**config.mk**
```make
export PLATFORM = sky130hd
export DESIGN_NAME = axis_pkt_rr_arbiter_flat
export DESIGN_NICKNAME = d
export VERILOG_FILES = /design/src/rtl/axis_pkt_rr_arbiter_if.sv /design/src/rtl/axis_pkt_rr_arbiter.sv /design/src/flat_wrapper.sv
export SDC_FILE = /design/constraint.sdc
export NUM_CORES = 1
export LEC_CHECK = 0
export BUFFER_PORTS_ARGS = -buffer_cell sky130_fd_sc_hd__buf_2
export CAP_MARGIN = 20
export CORE_UTILIZATION = 41
export CTS_BUF_LIST = sky130_fd_sc_hd__clkbuf_2 sky130_fd_sc_hd__clkbuf_4 sky130_fd_sc_hd__clkbuf_8
export DETAILED_ROUTE_END_ITERATION = 10
export HOLD_SLACK_MARGIN = 0.06
export PLACE_DENSITY = 0.8
export RECOVER_POWER = 100
export SYNTH_ARGS = -nofsm -noshare
export SYNTH_HDL_FRONTEND = slang
export SYNTH_SLANG_ARGS = --single-unit
```
**constraint.sdc**
```tcl
create_clock -name clk -period 2.3 [get_ports clk]
set_clock_uncertainty 0.15 [all_clocks]
set_input_delay 0.23 -clock clk [delete_from_list [all_inputs] [get_ports clk]]
set_output_delay 0.23 -clock clk [all_outputs]
set_load 0.01 [all_outputs]
```
**src/rtl/axis_pkt_rr_arbiter_if.sv**
```systemverilog
// rtl/axis_pkt_rr_arbiter_if.sv - stream bundle between N sources, the arbiter and the downstream sink
interface axis_pkt_rr_arbiter_if #(
    parameter int DATA_WIDTH = 32,
    parameter int N_PORTS    = 4
);
    localparam int ID_WIDTH = $clog2(N_PORTS);

    logic [N_PORTS*DATA_WIDTH-1:0] s_axis_tdata;
    logic [N_PORTS-1:0]            s_axis_tvalid;
    logic [N_PORTS-1:0]            s_axis_tready;
    logic [N_PORTS-1:0]            s_axis_tlast;

    logic [DATA_WIDTH-1:0]         m_axis_tdata;
    logic                          m_axis_tvalid;
    logic                          m_axis_tready;
    logic                          m_axis_tlast;
    logic [ID_WIDTH-1:0]           m_axis_tid;

    modport slave (
        input  s_axis_tdata, s_axis_tvalid, s_axis_tlast, m_axis_tready,
        output s_axis_tready, m_axis_tdata, m_axis_tvalid, m_axis_tlast, m_axis_tid
    );

    modport master (
        output s_axis_tdata, s_axis_tvalid, s_axis_tlast, m_axis_tready,
        input  s_axis_tready, m_axis_tdata, m_axis_tvalid, m_axis_tlast, m_axis_tid
    );
endinterface

```
**src/rtl/axis_pkt_rr_arbiter.sv**
```systemverilog
// rtl/axis_pkt_rr_arbiter.sv - packet-granular round-robin stream arbiter with registered output slice
module axis_pkt_rr_arbiter #(
    parameter int DATA_WIDTH = 32,
    parameter int N_PORTS    = 4
) (
    input  logic                 clk,
    input  logic                 rst,
    input  logic [N_PORTS-1:0]   port_en,
    axis_pkt_rr_arbiter_if.slave axis
);
    localparam int ID_WIDTH = $clog2(N_PORTS);

    typedef enum logic {IDLE, BUSY} state_t;

    state_t                state, state_nxt;
    logic [ID_WIDTH-1:0]   grant, grant_nxt;
    logic [ID_WIDTH-1:0]   last_grant, last_grant_nxt;
    logic [ID_WIDTH-1:0]   rr_pick;
    logic                  rr_found;
    logic [N_PORTS-1:0]    req;
    logic                  slice_can_load;
    logic                  accept;
    logic [DATA_WIDTH-1:0] sel_data;
    logic                  sel_last;

    assign req            = axis.s_axis_tvalid & port_en;
    assign slice_can_load = !axis.m_axis_tvalid || axis.m_axis_tready;
    assign sel_data       = axis.s_axis_tdata[int'(grant)*DATA_WIDTH +: DATA_WIDTH];
    assign sel_last       = axis.s_axis_tlast[grant];

    // Search starts one past the previous winner, so that winner is visited last.
    always_comb begin
        rr_pick  = last_grant;
        rr_found = 1'b0;
        for (int off = 1; off <= N_PORTS; off++) begin
            if (!rr_found && req[(int'(last_grant) + off) % N_PORTS]) begin
                rr_found = 1'b1;
                rr_pick  = ID_WIDTH'((int'(last_grant) + off) % N_PORTS);
            end
        end
    end

    always_comb begin
        state_nxt          = state;
        grant_nxt          = grant;
        last_grant_nxt     = last_grant;
        accept             = 1'b0;
        axis.s_axis_tready = '0;
        case (state)
            IDLE: begin
                if (rr_found) begin
                    grant_nxt = rr_pick;
                    state_nxt = BUSY;
                end
            end
            BUSY: begin
                axis.s_axis_tready[grant] = slice_can_load;
                accept = axis.s_axis_tvalid[grant] && slice_can_load;
                if (accept && sel_last) begin
                    last_grant_nxt = grant;
                    state_nxt      = IDLE;
                end
            end
            default: state_nxt = IDLE;
        endcase
    end

    always_ff @(posedge clk) begin
        if (rst) begin
            state              <= IDLE;
            grant              <= '0;
            last_grant         <= ID_WIDTH'(N_PORTS - 1);
            axis.m_axis_tvalid <= 1'b0;
            axis.m_axis_tdata  <= '0;
            axis.m_axis_tlast  <= 1'b0;
            axis.m_axis_tid    <= '0;
        end else begin
            state      <= state_nxt;
            grant      <= grant_nxt;
            last_grant <= last_grant_nxt;
            // Load and drain may coincide, sustaining one beat per cycle inside a packet.
            if (accept) begin
                axis.m_axis_tdata  <= sel_data;
                axis.m_axis_tlast  <= sel_last;
                axis.m_axis_tid    <= grant;
                axis.m_axis_tvalid <= 1'b1;
            end else if (axis.m_axis_tready) begin
                axis.m_axis_tvalid <= 1'b0;
            end
        end
    end
endmodule

```
**src/flat_wrapper.sv**
```systemverilog
// flat-port wrapper written by rule: the top's interface ports become plain ports
module axis_pkt_rr_arbiter_flat 
#(
    parameter int DATA_WIDTH = 32,
    parameter int N_PORTS    = 4
)
  (clk, rst, port_en, axis_s_axis_tdata, axis_s_axis_tvalid, axis_s_axis_tlast, axis_m_axis_tready, axis_s_axis_tready, axis_m_axis_tdata, axis_m_axis_tvalid, axis_m_axis_tlast, axis_m_axis_tid);
  axis_pkt_rr_arbiter_if #(.DATA_WIDTH(DATA_WIDTH), .N_PORTS(N_PORTS)) axis_i ();
  input  logic clk;
  input  logic rst;
  input  logic [N_PORTS-1:0] port_en;
  input wire logic [$bits(axis_i.s_axis_tdata)-1:0] axis_s_axis_tdata;
  input wire logic [$bits(axis_i.s_axis_tvalid)-1:0] axis_s_axis_tvalid;
  input wire logic [$bits(axis_i.s_axis_tlast)-1:0] axis_s_axis_tlast;
  input wire logic [$bits(axis_i.m_axis_tready)-1:0] axis_m_axis_tready;
  output wire logic [$bits(axis_i.s_axis_tready)-1:0] axis_s_axis_tready;
  output wire logic [$bits(axis_i.m_axis_tdata)-1:0] axis_m_axis_tdata;
  output wire logic [$bits(axis_i.m_axis_tvalid)-1:0] axis_m_axis_tvalid;
  output wire logic [$bits(axis_i.m_axis_tlast)-1:0] axis_m_axis_tlast;
  output wire logic [$bits(axis_i.m_axis_tid)-1:0] axis_m_axis_tid;
  assign axis_i.s_axis_tdata = axis_s_axis_tdata;
  assign axis_i.s_axis_tvalid = axis_s_axis_tvalid;
  assign axis_i.s_axis_tlast = axis_s_axis_tlast;
  assign axis_i.m_axis_tready = axis_m_axis_tready;
  assign axis_s_axis_tready = axis_i.s_axis_tready;
  assign axis_m_axis_tdata = axis_i.m_axis_tdata;
  assign axis_m_axis_tvalid = axis_i.m_axis_tvalid;
  assign axis_m_axis_tlast = axis_i.m_axis_tlast;
  assign axis_m_axis_tid = axis_i.m_axis_tid;
  axis_pkt_rr_arbiter #(.DATA_WIDTH(DATA_WIDTH), .N_PORTS(N_PORTS)) u_core (.clk(clk), .rst(rst), .port_en(port_en), .axis(axis_i));
endmodule
```
Word-level counts from Yosys, hierarchy flattened
Cells that the tools add are included.
{"block": "word_totals", "reg_bits": 41, "in_bits": 143, "out_inout_bits": 40, "elab_cells": 76}
{"block": "classes", "addsub": 4, "magnitude_cmp": 6, "shift": 1, "muxes": 33, "bitwise": 7, "n_reduce_logical": 18}
{"operator": "128-bit by 8-bit indexed part select with 32-bit output", "count": 1}
{"operator": "1-bit two-way mux", "count": 20}
{"operator": "3-bit by 4-bit < comparator with 1-bit output (second input constant)", "count": 4}
{"operator": "1-bit binary-select mux with 2-bit select", "count": 6}
{"operator": "4-bit bitwise AND", "count": 2}
{"operator": "2-bit two-way mux", "count": 4}
{"operator": "2-bit OR reduction", "count": 4}
{"operator": "1-bit logical AND", "count": 6}
{"operator": "2-bit by 1-bit adder with 2-bit output (second input constant)", "count": 2}
{"operator": "2-bit adder (second input constant)", "count": 2}
{"operator": "1-bit bitwise AND (first input constant)", "count": 4}
{"operator": "1-bit logical NOT", "count": 4}
{"operator": "4-bit two-way mux", "count": 1}
{"operator": "2-bit AND reduction", "count": 2}
{"operator": "2-bit by 3-bit < comparator with 1-bit output (second input constant)", "count": 1}
{"operator": "1-bit demux with 2-bit select", "count": 1}
{"operator": "2-bit by 1-bit greater-or-equal comparator with 1-bit output (second input constant)", "count": 1}
{"operator": "1-bit one-hot mux with 2 select lines", "count": 1}
{"operator": "2-bit nonzero test", "count": 1}
{"operator": "1-bit logical OR", "count": 1}
{"operator": "1-bit NOT", "count": 1}

Logic depth before layout (Yosys ltp)
Gate-level depths: netlist (run 1).
{"block": "depth", "ltp_word": 18, "mapped_depth": 7, "depth_no_buf": 4}

Least setup slack after synthesis (run 1)
Ideal clock, no wire load.
{"block": "synth_path", "path_kind": "register to register", "startpoint": "register u_core.grant[1]", "endpoint": "register u_core.last_grant[1]", "setup_ps": 122, "arrival_ps": 1485, "required_time_ps": 2028, "slack_ps": 543, "path_stages_with_launch": 5, "n_path_buf": 1, "synth_period_minus_slack_ps": 1757, "cell_sequence": "dfxtp_1 mux4_2 and3_1 buf_6 a221o_1"}
{"block": "synth_between", "elab_chain_cells": 5, "elab_cells_between_ends": 7, "classes_between": "mux (4); reduce/logical (3)"}
{"item": "from (decl)", "line": "axis_pkt_rr_arbiter.sv:16", "text": "logic [ID_WIDTH-1:0] grant, grant_nxt;"}
{"item": "from (signal assigned)", "line": "axis_pkt_rr_arbiter.sv:79", "text": "grant <= grant_nxt;"}
{"item": "1-bit binary-select mux with 2-bit select", "line": "axis_pkt_rr_arbiter.sv:58", "text": "accept = axis.s_axis_tvalid[grant] && slice_can_load;"}
{"item": "1-bit two-way mux (implied by the code)", "line": "axis_pkt_rr_arbiter.sv:58"}
{"item": "1-bit logical AND", "line": "axis_pkt_rr_arbiter.sv:58"}
{"item": "1-bit logical AND", "line": "axis_pkt_rr_arbiter.sv:59", "text": "if (accept && sel_last) begin"}
{"item": "2-bit AND reduction (no source line)"}
{"item": "to (signal assigned)", "line": "axis_pkt_rr_arbiter.sv:72", "text": "last_grant <= ID_WIDTH'(N_PORTS - 1);"}
{"item": "to (signal assigned)", "line": "axis_pkt_rr_arbiter.sv:80", "text": "last_grant <= last_grant_nxt;"}
{"item": "to (decl)", "line": "axis_pkt_rr_arbiter.sv:17", "text": "logic [ID_WIDTH-1:0] last_grant, last_grant_nxt;"}
Several ways; a longest one is shown, not always the timed one. The select of a mux whose other input is x is not followed.
A chain may end at the register's enable or synchronous reset.

Final worst setup path (run 1)
Same ends and word-level chain as after synthesis.

==> results of run 1 <==
## synth_stat cells, drive strengths merged
cell type / instances
nand2b: 1
nand4b: 1
nor2b: 1
a221o: 1
and3b: 1
inv: 1
and2: 1
a21oi: 38
nor3: 3
a31oi: 1
buf: 14
clkbuf: 6
or2: 1
nand3: 2
a311oi: 2
nor2: 7
o21ai: 2
a22oi: 1
dfxtp: 41
nand2: 73
a211o: 2
mux2i: 4
mux4: 33
o221ai: 1
o31ai: 1
and3: 1
## routing by layer
layer	up-vias	share of wire [%]	routed length, um	global-route usage (%)
met3	11	7.7	557	5.000
met4	0	1.6	116	8.889
met2	114	54	3881	45.61
li1	1227	-	-	-
met5	-	0	0	0
met1	1203	37	2668	24.45
## state kept, by name, indices dropped and copies added (netlist names)
| signal | count |
|---|---|
| u_core.axis.m_axis_tdata | 32 |
| u_core.axis.m_axis_tvalid | 1 |
| u_core.axis.m_axis_tlast | 1 |
| u_core.state | 1 |
| u_core.axis.m_axis_tid | 2 |
| u_core.last_grant | 2 |
| u_core.grant | 2 |
## cell type report
type                    count  area share [%]
clock buffers               8           2.717
inverters                   1          0.1116
flip-flops and latches     41           24.45
diodes                      1         0.07443
repair buffers            188           27.35
multi-input cells         178           42.61
well taps                  72           2.680
## power by group through the flow
stage          Clock (mW)  Combinational, mW  Sequential (mW)
2_1_floorplan           0              0.430            0.854
3_3_place_gp            0              0.688            0.830
3_5_place_dp            0              0.706            0.834
4_1_cts             0.493              0.708            0.817
5_1_grt             0.530              0.744            0.828
6_report            0.480              0.682            0.819
## layout by cell type, fill, tap and decap left out, types with 2 or more instances in the layout
cell type,count
o21ai_0,2
buf_4,4
clkbuf_8,5
a311oi_1,2
clkbuf_4,4
nand3_1,2
nand2_1,73
nor3_1,3
nor2_1,7
a211o_1,2
mux2i_1,4
mux4_2,33
a21oi_1,38
dfxtp_1,40
buf_2,143
clkbuf_1,39
## through the flow
step / util [%] / power (mW) / worst slack, ns / std cells
after floorplan: - / 1.285 / 0.5429 / 240
final: 60.68 / 1.980 / 0.2044 / 489
after global placement: 60.05 / 1.518 / 0.3704 / 480
after CTS: 61.70 / 2.018 / 0.3063 / 488
after global routing: 60.64 / 2.101 / 0.1110 / 488
after detailed placement: 60.05 / 1.540 / 0.3502 / 480
## critical path, cell delays in order, from the launching register on
cell	delay, ns
dfxtp_1	0.33
mux4_2	0.34
and3_1	0.47
o21ai_0	0.34
a221o_1	0.36
## cells by family after synthesis
family | Yosys count | share of synthesized area [%]
mux | 37 | 33.02
flops | 41 | 34.60
simple gates | 92 | 15.98
compound gates | 49 | 11.76
buf+inv | 21 | 4.641
## final timing paths
| kind | endpoint | cells after the start |
|---|---|---|
| setup / recovery | u_core.last_grant[1]$_SDFFE_PP1P_ | 4 |
| hold / removal | u_core.axis.m_axis_tvalid$_SDFFE_PP0P_ | 3 |
| setup reg to reg | u_core.last_grant[1]$_SDFFE_PP1P_ | 4 |
| hold reg to reg | u_core.axis.m_axis_tdata[27]$_SDFFE_PP0P_ | 2 |
==> impl_metrics.py, run 1 <==
metrics = {
    "outcome": {
        "status": "completed",
    },
    "clocking": {
        "ctsHoldBuffers": 0,
        "clock_latency_ns": 0.28,
        "cts_buffers": 5,
        "clockBufferDepth": 2,
        "clkTransAtPathRegs_ns": 0.08,
        "htreeDepth": 2,
        "cts.sinks": 41,
        "post_cts_resized": 0,
        "cts_tree": "done",
        "post_cts_buffers": 0,
        "cts_root_buf": "clkbuf_8",
    },
    "timing": {
        "hold_slack_ns": 0.1893,
        "hold_viol": 0,
        "drv_slew": 0,
        "fmax_mhz": 477.2,
        "tightest_slew_ns": 0.5841,
        "rsz0062_at_grt": "false",
        "relSlewSlack_pct": 60.95,
        "fin_crit_ns": 2.096,
        "finalSetupTns_ns": 0,
        "timing.final.crit_share_pct": 91.11,
        "setup_viol": 0,
    },
    "layout": {
        "final_layout_size_suffix_gt1_share_pct": 46.15,
        "fillers": 537,
        "multi_input_area_um2": 1433,
        "final_nets": 558,
        "post-route-cell-area_um2": 3362,
        "regArea_um2": 822.0,
        "synthToLayoutAreaGrowth_pct": 41.72,
    },
    "placed_design": {
        "numPortBuffers": 182,
        "gp_congestion": 0.7624,
        "dp_hpwl_um": 5647,
        "placed_area_um2": 3327,
    },
    "global_route": {
        "grt_max_degree": 40,
        "grt_pass1_wl_um": 11180,
        "grt_usage_pct": 23.52,
        "grt_pass1_vias": 2528,
        "grt_overflow": 0,
        "antenna_found_initial": 1,
    },
    "pwr": {
        "cellPowerDensity_nw_per_um2": 589.0,
        "combPwrFrac_pct": 34.4,
        "p_int_mw": 1.382,
        "p_seq_share_pct": 41.3,
        "clockPowerShare_pct": 24.2,
        "peakVddDrop_v": 0.0002633,
        "swShare_pct": 30.24,
        "switchingPower_mw": 0.5988,
        "leakagePower_nw": 1.411,
    },
    "logic_synthesis": {
        "yosysSeqAreaShare_pct": 34.60,
        "netlist_top_cells_area": "dfxtp_1 (35%), mux4_2 (31%), nand2_1 (12%)",
        "syn_avg_cell_area_um2": 9.884,
        "yosysTopAreaCell": "dfxtp_1",
        "ys_types": 30,
        "synthesis.nets": 383,
        "syn_area_um2": 2372,
        "ys_ff_latch": 41,
        "yosysTopAreaCellShare_pct": 34.60,
        "synthCells": 240,
        "yosysWarnings": 0,
    },
    "floorplanning": {
        "fp.dieW_um": 78.07,
        "die-area_um2": 6094,
        "die_h_um": 78.07,
        "row_count": 27,
        "fp.coreArea_um2": 5540,
        "ios": 183,
        "initial_utilization_pct": 42.82,
    },
    "drt": {
        "detail_route.wl_per_cell_um": 14.77,
        "num_vias": 2555,
        "firstDrtPassIters": 4,
        "wirelength_um": 7223,
        "drt_iter0_markers": 112,
        "viasPerCell": 5.225,
        "drc": 0,
        "ant_nets": 0,
    },
    "setup_path": {
        "regToRegSetupSlack_ns": 0.20,
        "crit_start": "u_core.grant[1]$_SDFFE_PP0P_",
        "worst-setup-path-type": "reg -> reg",
        "cp_data_arrival_time_ns": 2.12,
        "cp_max_fo": 14,
        "endpoint_kind": "flop",
        "crit_path_start_kind": "flop",
        "required_ns": 2.32,
        "worstReg2RegStart": "u_core.grant[1]$_SDFFE_PP0P_",
    },
    "job": {
        "max-cap-violations": 0,
    },
    "min_path": {
        "hp-class": "in -> reg",
        "hold_start": "axis_m_axis_tready",
    },
}
Power figures use the tool's default switching activity.
==> run 2: changes to the inputs <==
--- a/config.mk
+++ b/config.mk
@@ -5,14 +5,16 @@
 export SDC_FILE = /design/constraint.sdc
 export NUM_CORES = 1
 export LEC_CHECK = 0
+export ABC_AREA = 1
 export BUFFER_PORTS_ARGS = -buffer_cell sky130_fd_sc_hd__buf_2
 export CAP_MARGIN = 20
-export CORE_UTILIZATION = 41
+export CORE_UTILIZATION = 42
 export CTS_BUF_LIST = sky130_fd_sc_hd__clkbuf_2 sky130_fd_sc_hd__clkbuf_4 sky130_fd_sc_hd__clkbuf_8
 export DETAILED_ROUTE_END_ITERATION = 10
 export HOLD_SLACK_MARGIN = 0.06
-export PLACE_DENSITY = 0.8
+export PLACE_DENSITY = 0.81
 export RECOVER_POWER = 100
 export SYNTH_ARGS = -nofsm -noshare
 export SYNTH_HDL_FRONTEND = slang
 export SYNTH_SLANG_ARGS = --single-unit
+export TNS_END_PERCENT = 30
==> run 2 against run 1 <==
  * Worst setup slack improved by 0.00054 ns
  * Synthesized cell count increased by 51%
  * Routed wire length increased by 19%
  * Area after synthesis increased by 3.7%
  * Global-route usage increased by 3.2 points
  * Power increased by 83%
  * Cell count increased by 24%
  * Clock-buffer cell count decreased by 1
  * Combinational power increased to 2.9 times the previous value
  * Clock power increased by 8.7%
  * Largest power group is now combinational cells
==> impl_metrics.py, run 2 <==
metrics = {
    "placed_design": {
        "dp_hpwl_um": 6334,
        "placed_area_um2": 3359,
        "gp_congestion": 0.8413,
        "numPortBuffers": 182,
    },
    "global_route": {
        "antenna_found_initial": 0,
        "grt_usage_pct": 26.75,
        "grt_max_degree": 71,
        "grt_pass1_wl_um": 13300,
        "grt_overflow": 0,
        "grt_pass1_vias": 2957,
    },
    "pwr": {
        "leakagePower_nw": 1.645,
        "combPwrFrac_pct": 54.9,
        "p_int_mw": 1.929,
        "switchingPower_mw": 1.697,
        "peakVddDrop_v": 0.0005190,
        "p_seq_share_pct": 30.7,
        "clockPowerShare_pct": 14.4,
        "cellPowerDensity_nw_per_um2": 1063,
        "swShare_pct": 46.81,
    },
    "logic_synthesis": {
        "yosysTopAreaCellShare_pct": 33.37,
        "yosysWarnings": 0,
        "synth-main-ff-cell": "dfxtp_1",
        "synthArstFlopShare_pct": 0,
        "ys_ff_latch": 41,
        "syn_area_um2": 2460,
        "synth_commonest_cells": "nand2_1 (99), a21oi_1 (70), dfxtp_1 (41)",
        "synthesis.nets": 506,
        "ys_types": 23,
        "yosysSeqAreaShare_pct": 33.37,
        "synthCells": 363,
        "yosysTopAreaCell": "dfxtp_1",
        "syn_avg_cell_area_um2": 6.776,
        "yosysMostFrequentCell": "nand2_1",
        "netlist_top_cells_area": "dfxtp_1 (33%), nand2_1 (15%), a21oi_1 (14%)",
        "synth_edf_count": 0,
    },
    "layout": {
        "n_antenna_cell": 0,
        "synthToLayoutAreaGrowth_pct": 38.66,
        "final_common_cell": "buf_2",
        "final_cell_mix": "buf_2 (143), nand2_1 (100), a21oi_1 (70)",
        "top_register": "u_core.axis.m_axis_tdata",
        "final_nets": 675,
        "post-route-cell-area_um2": 3411,
        "largest_reg_flops": 32,
        "final_layout_size_suffix_gt1_share_pct": 31.14,
        "fin_util_pct": 61.19,
    },
    "drt": {
        "wirelength_um": 8572,
        "detail_route.wl_per_cell_um": 14.17,
        "viasPerCell": 5.388,
        "drt_iter0_markers": 192,
        "drc": 0,
        "num_vias": 3260,
        "firstDrtPassIters": 5,
        "ant_nets": 0,
    },
    "clocking": {
        "cts_tree": "done",
        "clkTransAtPathRegs_ns": 0.08,
        "cts_buffers": 5,
        "htreeDepth": 2,
        "cts_root_buf": "clkbuf_8",
        "clock_latency_ns": 0.29,
        "post_cts_buffers": 0,
        "clockBufferDepth": 2,
        "cts.sinks": 41,
    },
    "setup_path": {
        "required_ns": 1.92,
        "crit_path_start_kind": "flop",
        "cp_data_arrival_time_ns": 1.72,
        "cp_max_fo": 15,
        "endpoint_kind": "output pin",
        "worst-setup-path-type": "reg -> out",
    },
    "timing": {
        "tightest_slew_ns": 0.5441,
        "setup_viol": 0,
        "fin_crit_ns": 2.095,
        "finalSetupTns_ns": 0,
        "fmax_mhz": 477.3,
        "hold_viol": 0,
        "relSlewSlack_pct": 63.68,
        "drv_slew": 0,
        "timing.final.crit_share_pct": 91.09,
        "rsz0062_at_grt": "false",
    },
    "floorplanning": {
        "fp.dieW_um": 78.53,
        "initial_utilization_pct": 44.13,
        "fp.coreArea_um2": 5574,
        "row_count": 27,
        "die_h_um": 78.53,
        "die-area_um2": 6167,
        "ios": 183,
    },
    "outcome": {
        "status": "completed",
    },
    "job": {
        "max-cap-violations": 0,
    },
    "min_path": {
        "hp-class": "in -> reg",
    },
}
## run 2: cell types whose count changed in the layout (fill, tap and decap cells not counted), sizes merged, moves of 3 or more
cell and delta:
mux4 -33, nand3 +16, mux2i -4, o21ai +36, nor2 +3, nand2 +29
inv +12, a221oi +32, a21oi +32
## run 2: critical path: stages (launching register included)
cell	delay, ns
dfxtp_1	0.61
clkinv_1	0.15
clkbuf_2	0.27
nor3_1	0.22
clkbuf_1	0.17
## run 2: logic make-up after synthesis
kind of cell	count (synthesis)	synth area share, %
flip-flops	41	33.37
AO/OA/AOI/OAI	143	34.49
AND/OR/NAND/NOR	136	23.19
buffers and inverters	43	8.952
## run 2: cell type report
cell class	instances	area, um2
clock inverters	1	8.758
inverters	13	53.80
clock buffers	7	96.34
repair buffers	192	934.6
fillers	556	2163
flip-flops and latches	41	820.8
well taps	72	90.09
multi-input cells	279	1406
## run 2: worst paths after layout
check	from	endpoint	slack [ns]	depth (start not counted)
max	u_core.grant[1]$_SDFFE_PP0P_	axis_s_axis_tready[3]	0.20	4
max reg2reg	u_core.grant[0]$_SDFFE_PP0P_	u_core.last_grant[1]$_SDFFE_PP1P_	0.29	9
min	axis_s_axis_tdata[44]	u_core.axis.m_axis_tdata[12]$_SDFFE_PP0P_	0.08	3
min reg2reg	u_core.axis.m_axis_tlast$_SDFFE_PP0P_	u_core.axis.m_axis_tlast$_SDFFE_PP0P_	0.36	2
## run 2: timing repair
item	CTS	global route
endpoints found under the hold margin	3	0
hold buffers	1	0
resized for setup	0	1
setup endpoints to repair	0	2
## run 2: through the flow
stage	total power, mW	cells	setup WS (ns)	hold slack [ns]
2_1_floorplan	2.551	363	0.7377	0.1491
3_3_place_gp	3.123	596	0.2881	0.3066
3_5_place_dp	3.177	596	0.1996	0.3142
4_1_cts	3.716	605	0.1831	0.07463
5_1_grt	3.928	605	0.08372	0.09494
6_report	3.626	605	0.2050	0.08446
## run 2: power groups by stage
stage	logic (mW)	clock network, mW	registers (mW)
global placement	2.01	0	1.11
global route	2.22	0.569	1.14
detailed placement	2.07	0	1.11
CTS	2.07	0.541	1.11
finish	1.99	0.522	1.11
floorplan	1.37	0	1.18
## run 2: layer usage
| metal | global-route usage [%] | part of all wire (%) |
|---|---|---|
| met3 | 5.814 | 8.5 |
| met2 | 46.70 | 50 |
| met1 | 33.22 | 41 |
| met4 | 6.111 | 0.83 |
| met5 | 0 | 0 |
